### src/rtl/beta_backward_sequencer.sv
// beta_backward_sequencer
//   Drives the soft backward (beta) recursion core through one strand: a base
//   stage at t = n, then backward stages t = N-1 .. 0. Each stage launches the
//   core, waits for its done level, copies the ping-pong bank, and hands the
//   stage to the LLR combiner over valid/ready.
//
// Ports
//   clk, rst_n      clock (rising edge), asynchronous active-low reset
//   start, N        run request and signed strand length (taken in IDLE/ERR)
//   abort           synchronous abort back to IDLE, err kept
//   calc_beta, t    one-cycle core launch pulse and stage time index
//   core_done       core completion level (may be stale from the prior stage)
//   beta_load       one-cycle bank copy enable (beta_out -> beta_in)
//   stage_valid/stage_t/stage_last/stage_ready  downstream stage handshake
//   busy, done      run in progress, one-cycle end-of-run pulse
//   err             0 none, 1 illegal N, 2 core timeout (sticky)
module beta_backward_sequencer #(
    parameter int DATA_WIDTH = 32,
    parameter int n          = 10,
    parameter int TIMEOUT    = 4096
) (
    input  logic               clk,
    input  logic               rst_n,
    input  logic               start,
    input  logic signed [31:0] N,
    input  logic               abort,
    output logic               calc_beta,
    output logic signed [31:0] t,
    input  logic               core_done,
    output logic               beta_load,
    output logic               stage_valid,
    output logic signed [31:0] stage_t,
    output logic               stage_last,
    input  logic               stage_ready,
    output logic               busy,
    output logic               done,
    output logic [1:0]         err
);

    localparam int                 CW        = $clog2(TIMEOUT) + 1;
    localparam logic signed [31:0] T_BASE    = 32'(n);
    localparam logic signed [31:0] N_MAX     = 32'(DATA_WIDTH);
    localparam logic [CW-1:0]      WAIT_LAST = CW'(TIMEOUT - 1);

    typedef enum logic [2:0] {
        S_IDLE, S_LAUNCH, S_WAIT, S_LOAD, S_EMIT, S_ERR
    } state_t;

    state_t             state_q, state_d;
    logic signed [31:0] t_q, t_d;
    logic signed [31:0] len_q, len_d;
    logic               base_q, base_d;
    logic [CW-1:0]      wait_q, wait_d;
    logic               done_q, done_d;
    logic [1:0]         err_q, err_d;
    logic               n_legal;

    assign n_legal = (N >= 32'sd1) && (N <= N_MAX);

    always_ff @(posedge clk or negedge rst_n) begin
        if (!rst_n) begin
            state_q <= S_IDLE;
            t_q     <= '0;
            len_q   <= '0;
            base_q  <= 1'b0;
            wait_q  <= '0;
            done_q  <= 1'b0;
            err_q   <= 2'd0;
        end else begin
            state_q <= state_d;
            t_q     <= t_d;
            len_q   <= len_d;
            base_q  <= base_d;
            wait_q  <= wait_d;
            done_q  <= done_d;
            err_q   <= err_d;
        end
    end

    always_comb begin
        state_d = state_q;
        t_d     = t_q;
        len_d   = len_q;
        base_d  = base_q;
        wait_d  = wait_q;
        done_d  = 1'b0;
        err_d   = err_q;

        case (state_q)
            S_IDLE, S_ERR: begin
                if (start) begin
                    len_d = N;
                    err_d = 2'd0;
                    if (n_legal) begin
                        t_d     = T_BASE;
                        base_d  = 1'b1;
                        state_d = S_LAUNCH;
                    end else begin
                        t_d     = '0;
                        err_d   = 2'd1;
                        state_d = S_ERR;
                    end
                end
            end
            S_LAUNCH: begin
                // done is not looked at here: a level left high by the
                // previous stage must not complete this one.
                wait_d  = '0;
                state_d = S_WAIT;
            end
            S_WAIT: begin
                if (core_done) begin
                    state_d = S_LOAD;
                end else if (wait_q == WAIT_LAST) begin
                    t_d     = '0;
                    err_d   = 2'd2;
                    state_d = S_ERR;
                end else begin
                    wait_d = wait_q + 1'b1;
                end
            end
            S_LOAD: state_d = S_EMIT;
            S_EMIT: begin
                if (stage_ready) begin
                    if (base_q) begin
                        // base stage done; recursion starts at N-1
                        base_d  = 1'b0;
                        t_d     = len_q - 32'sd1;
                        state_d = S_LAUNCH;
                    end else if (t_q > 32'sd0) begin
                        t_d     = t_q - 32'sd1;
                        state_d = S_LAUNCH;
                    end else begin
                        t_d     = '0;
                        done_d  = 1'b1;
                        state_d = S_IDLE;
                    end
                end
            end
            default: state_d = S_IDLE;
        endcase

        // abort beats every transition, including a start seen in ERR
        if (abort && (state_q != S_IDLE)) begin
            state_d = S_IDLE;
            t_d     = '0;
            base_d  = 1'b0;
            wait_d  = '0;
            done_d  = 1'b0;
            err_d   = err_q;
        end
    end

    assign calc_beta   = (state_q == S_LAUNCH);
    assign beta_load   = (state_q == S_LOAD);
    assign stage_valid = (state_q == S_EMIT);
    assign stage_t     = stage_valid ? t_q : '0;
    assign stage_last  = stage_valid && (t_q == 32'sd0) && !base_q;
    assign busy        = (state_q != S_IDLE) && (state_q != S_ERR);
    assign t           = t_q;
    assign done        = done_q;
    assign err         = err_q;

endmodule

### config.mk
export PLATFORM = sky130hd
export DESIGN_NAME = beta_backward_sequencer
export DESIGN_NICKNAME = d
export VERILOG_FILES = /design/src/rtl/beta_backward_sequencer.sv
export SDC_FILE = /design/constraint.sdc
export NUM_CORES = 1
export LEC_CHECK = 0
export BUFFER_PORTS_ARGS = -buffer_cell sky130_fd_sc_hd__buf_2
export CAP_MARGIN = 20
export CORE_ASPECT_RATIO = 0.7
export CORE_MARGIN = 4
export CORE_UTILIZATION = 42
export CTS_CLUSTER_SIZE = 25
export DETAILED_ROUTE_END_ITERATION = 10
export PLACE_DENSITY = 0.68
export SLEW_MARGIN = 10
export SYNTH_ARGS = -nofsm -noshare
export SYNTH_HDL_FRONTEND = slang
export SYNTH_SLANG_ARGS = --single-unit
export TNS_END_PERCENT = 100
### constraint.sdc
create_clock -name clk -period 3.38 [get_ports clk]
set_input_delay 0.845 -clock clk [delete_from_list [all_inputs] [get_ports clk]]
set_output_delay 0.845 -clock clk [all_outputs]
set_load 0.005 [all_outputs]
* Word-level counts from Yosys, hierarchy flattened
Cells that the tools add are included.
Cells by class: equal/unequal tests 17, reduce and logical (&&, ||, !) cells 20, mux-type cells 38, bitwise logic cells 1, magnitude comparators 3, add/sub/neg operators 3
Operator list (number):
- 2-to-1 mux 32 bit | 8
- one-hot mux 32 bit (3 select lines) | 1
- subtractor 32 x 2 -> 32 bit (second input constant) | 2
- 2-to-1 mux 13 bit | 3
- greater-or-equal comparator 32 x 2 -> 1 bit (second input constant) | 1
- greater-than comparator 32 x 1 -> 1 bit (second input constant) | 1
- less-or-equal comparator 32 x 7 -> 1 bit (second input constant) | 1
- zero test 32 bit | 1
- one-hot mux 13 bit (2 select lines) | 1
- 2-to-1 mux 3 bit | 6
- inequality test 3 bit (second input constant) | 6
- one-hot mux 3 bit (5 select lines) | 1
- adder 13 x 1 -> 13 bit (second input constant) | 1
- equality test 13 x 12 -> 1 bit (second input constant) | 1
- 2-to-1 mux 1 bit | 12
- AND reduction 5 bit | 2
- nonzero test 3 bit | 3
- equality test 3 x 2 -> 1 bit (second input constant) | 2
- equality test 3 bit (second input constant) | 2
- 2-to-1 mux 2 bit | 3
- inequality test 2 bit (second input constant) | 3
- AND reduction 3 bit | 2
- logical AND 1 bit | 5
- 2-to-1 mux 4 bit | 1
- 13 further kinds | 13
Word-level totals: logic and storage cells 89, register bits after elaboration 84

* Logic depth before layout (Yosys ltp)
depth in word-level cells 6, depth in mapped cells 9, mapped depth without buffers 8

* Worst setup path after synthesis
OpenSTA, ideal clock, no wires.
path kind register to register, start reg t_q[0] (netlist: t[0]), end reg t_q[27] (netlist: t[27]), buffers on the path 1, period minus slack after synthesis 2779 ps, slack 601 ps, stages on the path, launching flop included 10, data arrival time 2653 ps, path through dfrtp_1 > inv_1 > ha_1 > or4b_2 > or4_4 > nor4_4 > or2_1 > buf_4 > a21oi_1 > a221o_1
On the way: longest elaborated chain between the ends 6, elaborated cells between the ends (all ways) 7, those cells by class add/sub (1); order compare (1); mux (5)
RTL lines:
- start: declaration | RTL line 50 | logic signed [31:0] t_q, t_d;
- start signal: assignment | RTL line 71 | t_q <= t_d;
- subtractor 32 x 2 -> 32 bit / greater-than comparator 32 x 1 -> 1 bit (equally long branches) | RTL line 131, 130
- 2-to-1 mux 32 bit * | RTL line 130 | end else if (t_q > 32'sd0) begin
- 2-to-1 mux 32 bit * | RTL line 125 | if (base_q) begin
- 2-to-1 mux 32 bit * | RTL line 124 | if (stage_ready) begin
- one-hot mux 32 bit (3 select lines) * | RTL line 89 | case (state_q)
- 2-to-1 mux 32 bit * | RTL line 144 | if (abort && (state_q != S_IDLE)) begin
Every way passes the cells marked *; elsewhere a longest branch is shown, timed or not. The select of a mux whose other input is x is not followed. A chain may end at the register's enable or synchronous reset.

* Worst setup path in the final report
start reg t_q[0] (netlist: t[0]), end out stage_last
On the way: longest elaborated chain between the ends 3
RTL lines:
- zero test 32 bit | RTL line 158 | assign stage_last = stage_valid && (t_q == 32'sd0) && !base_q;
- logical AND 1 bit (2 in series) | RTL line 158
- end: declaration | RTL line 33 | output logic stage_last,
No other way between the ends.

==> flow_metrics.py <==
metrics = {
    "run_status": {
        "status": "complete, no violations",
    },
    "placement": {
        "place_congestion": 0.910,
        "portBuffers": 109,
        "dp_hpwl_mm": 12.7,
    },
    "die": {
        "num_rows": 34,
        "start_util_pct": 42.8,
        "io_pins": 110,
        "core_area_sq_mm": 0.0124,
        "die_y_um": 102,
        "dieArea_sq_mm": 0.0145,
        "die_width_um": 142,
    },
    "clock_tree": {
        "ctsHtreeMaxLevel": 3,
        "hold_buffers": 0,
        "cts_tree": "yes",
        "cts_setup_buffers": 0,
        "clk_latency_ns": 0.35,
        "path_clk_slew_ns": 0.07,
        "cts_buffer_depth": 2,
        "cts_num_sinks": 84,
        "numCtsBuffers": 9,
        "cts_root_buf": "clkbuf_16",
        "cts_resized": 1,
    },
    "timing": {
        "drv_slew": 0,
        "worst_pin_slew_ns": 0.749,
        "finalSetupViolCount": 0,
        "fin_crit_sh_pct": 95.8,
        "fmax_ghz": 0.309,
        "finalHoldViolations": 0,
        "fin_crit_ns": 3.24,
        "rsz0062_at_grt": "yes",
        "max_slew_margin_pct": 49.7,
        "final.setup.tns_ns": 0,
        "finalClockSkew_ns": 0.00951,
    },
    "hold_path": {
        "hold_class": "input pin to asynchronous set/reset pin",
    },
    "critical_path": {
        "reg2reg_to": "t[18]",
        "reg2reg_depth": 8,
        "rr_startpoint": "t[0]",
        "critPathMaxFanout": 7,
        "cp.arrival_ns": 2.39,
        "endpoint_kind": "output port",
        "crit_type": "flip-flop to output port",
        "reg2reg_setup_slack_ns": 0.20,
        "crit_required_ns": 2.53,
        "start_kind": "flip-flop",
    },
    "global_route": {
        "track_usage_pct": 23.2,
        "grt_pass1_vias": 4735,
        "grt_overflow": 0,
        "grt_pass1_wl_mm": 26.5,
        "antenna_found_initial": 0,
        "grt_max_degree": 85,
    },
    "yosys": {
        "synth_cells": 598,
        "syn_nets": 639,
        "synthFlopType": "dfrtp_1",
        "ys_warn_count": 0,
        "syn_avg_cell_area_sq_um": 8.85,
        "ys_types": 59,
        "synth_edf_count": 0,
        "synth-async-reset-ratio_pct": 100,
        "ys_seq_elements": 84,
        "syn_area_sq_mm": 0.00530,
        "yosysSeqAreaShare_pct": 39.7,
    },
    "routing": {
        "wl_mm": 17.0,
        "vias_per_cell": 6.09,
        "ant_nets": 0,
        "drtPass1Iterations": 5,
        "routedWlPerCell_um": 19.3,
        "drc_errors": 0,
        "via_count": 5362,
        "drtIter0Drc": 594,
    },
    "finish": {
        "fillers": 1168,
        "layout.nets": 755,
        "drive_above_1_share_pct": 27.0,
        "diodes": 0,
        "areaGrowthSynthToFinish_pct": 21.9,
    },
    "run": {
        "cap_violations": 0,
    },
}
synthesized netlist by cell type (4+ instances only):
cell,instances,share of area (%)
o211ai_1,7,0.99
and2_1,37,4.4
or4_1,6,0.85
o31ai_1,12,1.7
or3_1,11,1.3
a21oi_1,14,1.3
dfrtp_1,84,40
nor3b_1,4,0.57
nand4_1,10,1.2
o21ai_0,46,4.3
nor2_1,49,3.5
nor4b_1,5,0.83
nor4_1,22,2.6
nor2b_1,4,0.47
a211oi_1,7,0.99
o311ai_0,8,1.3
inv_1,11,0.78
nor3_1,43,4.1
xnor2_1,17,2.8
nand2b_1,7,0.83
nand3_1,15,1.4
mux2_2,33,7.0
a22oi_1,8,1.1
clkbuf_1,23,1.6
nand2_1,44,3.1
xor2_1,14,2.3
logic make-up (layout without fill, tap and decap cells):
family                     Yosys count  after routing  share of synthesized area (%)
xor gates and xnor gates            31             31                           5.13
muxes                               33             33                           7.02
buffers and inverters               40            161                           3.17
AOI/OAI and AO/OA                  136            136                           16.9
adders and majority gates            3              3                          0.709
DFF                                 84             84                           39.7
and+or+nand+nor                    271            271                           27.4
metrics by stage:
stage	setup WS (ns)	hold WS, ns	util, %	instances	area, sq um
floorplan	0.601	0.451	-	598	5300
global placement	0.342	0.480	49.4	864	6110
detailed placement	0.206	0.492	49.4	864	6110
CTS	0.0900	0.499	51.9	880	6420
global route	-0.0189	0.514	52.2	881	6460
finish	0.142	0.478	52.2	881	6460
state kept, by name, summed over array words and instances (netlist names):
signal / cells
len_q: 32
wait_q: 13
done: 1
t: 32
base_q: 1
state_q: 3
err: 2
cell type report:
type	instances	area [sq um]	area share [%]
clock inverter	7	81.3	1.26
sequential	84	2100	32.6
tap	162	203	3.14
inverter	12	45.0	0.698
clock buffer	9	225	3.49
timing repair buffer	133	753	11.7
multi-input combinational	474	3050	47.2
layer usage:
layer	vias to the layer above	share of wire, %	track usage [%]
met5	-	0	0
met4	0	1.2	5.16
met3	25	10	6.13
met2	293	41	32.0
met1	2577	47	36.0
li1	2467	-	-
layout by cell type, fill, tap and decap left out, types with 4 or more instances in the layout:
master	instances
a211oi_1	7
a21oi_1	14
a22oi_1	8
and2_1	37
buf_2	108
buf_4	23
clkbuf_16	9
dfrtp_1	84
inv_1	11
mux2_2	33
nand2_1	44
nand2b_1	7
nand3_1	15
nand4_1	10
nor2_1	48
nor2b_1	4
nor3_1	43
nor3b_1	4
nor4_1	21
nor4b_1	4
o211ai_1	7
o21ai_0	46
o311ai_0	8
o31ai_1	12
or3_1	11
or4_1	6
xnor2_1	17
xor2_1	14
critical path: stages, from the launching register on:
cell and delay, ns:
dfrtp_1 0.44, inv_1 0.11, ha_1 0.24, nor4b_2 0.33, nand2b_1 0.25, nor4_2 0.27, and4_1 0.27, buf_2 0.13
worst max-delay path by stage:
stage | start | to | slack (ns) | depth (start not counted)
after floorplan | t[0] | t[27] | 0.60 | 9
after global placement | t[0] | t[9] | 0.34 | 8
after detailed placement | t[0] | t[9] | 0.21 | 8
after CTS | t[0] | stage_last | 0.09 | 7
after global routing | t[0] | t[18] | -0.02 | 8
final | t[0] | stage_last | 0.14 | 7
Power is not shown: default switching activity piles up to over one toggle a cycle in this logic, so the estimate is an artifact.
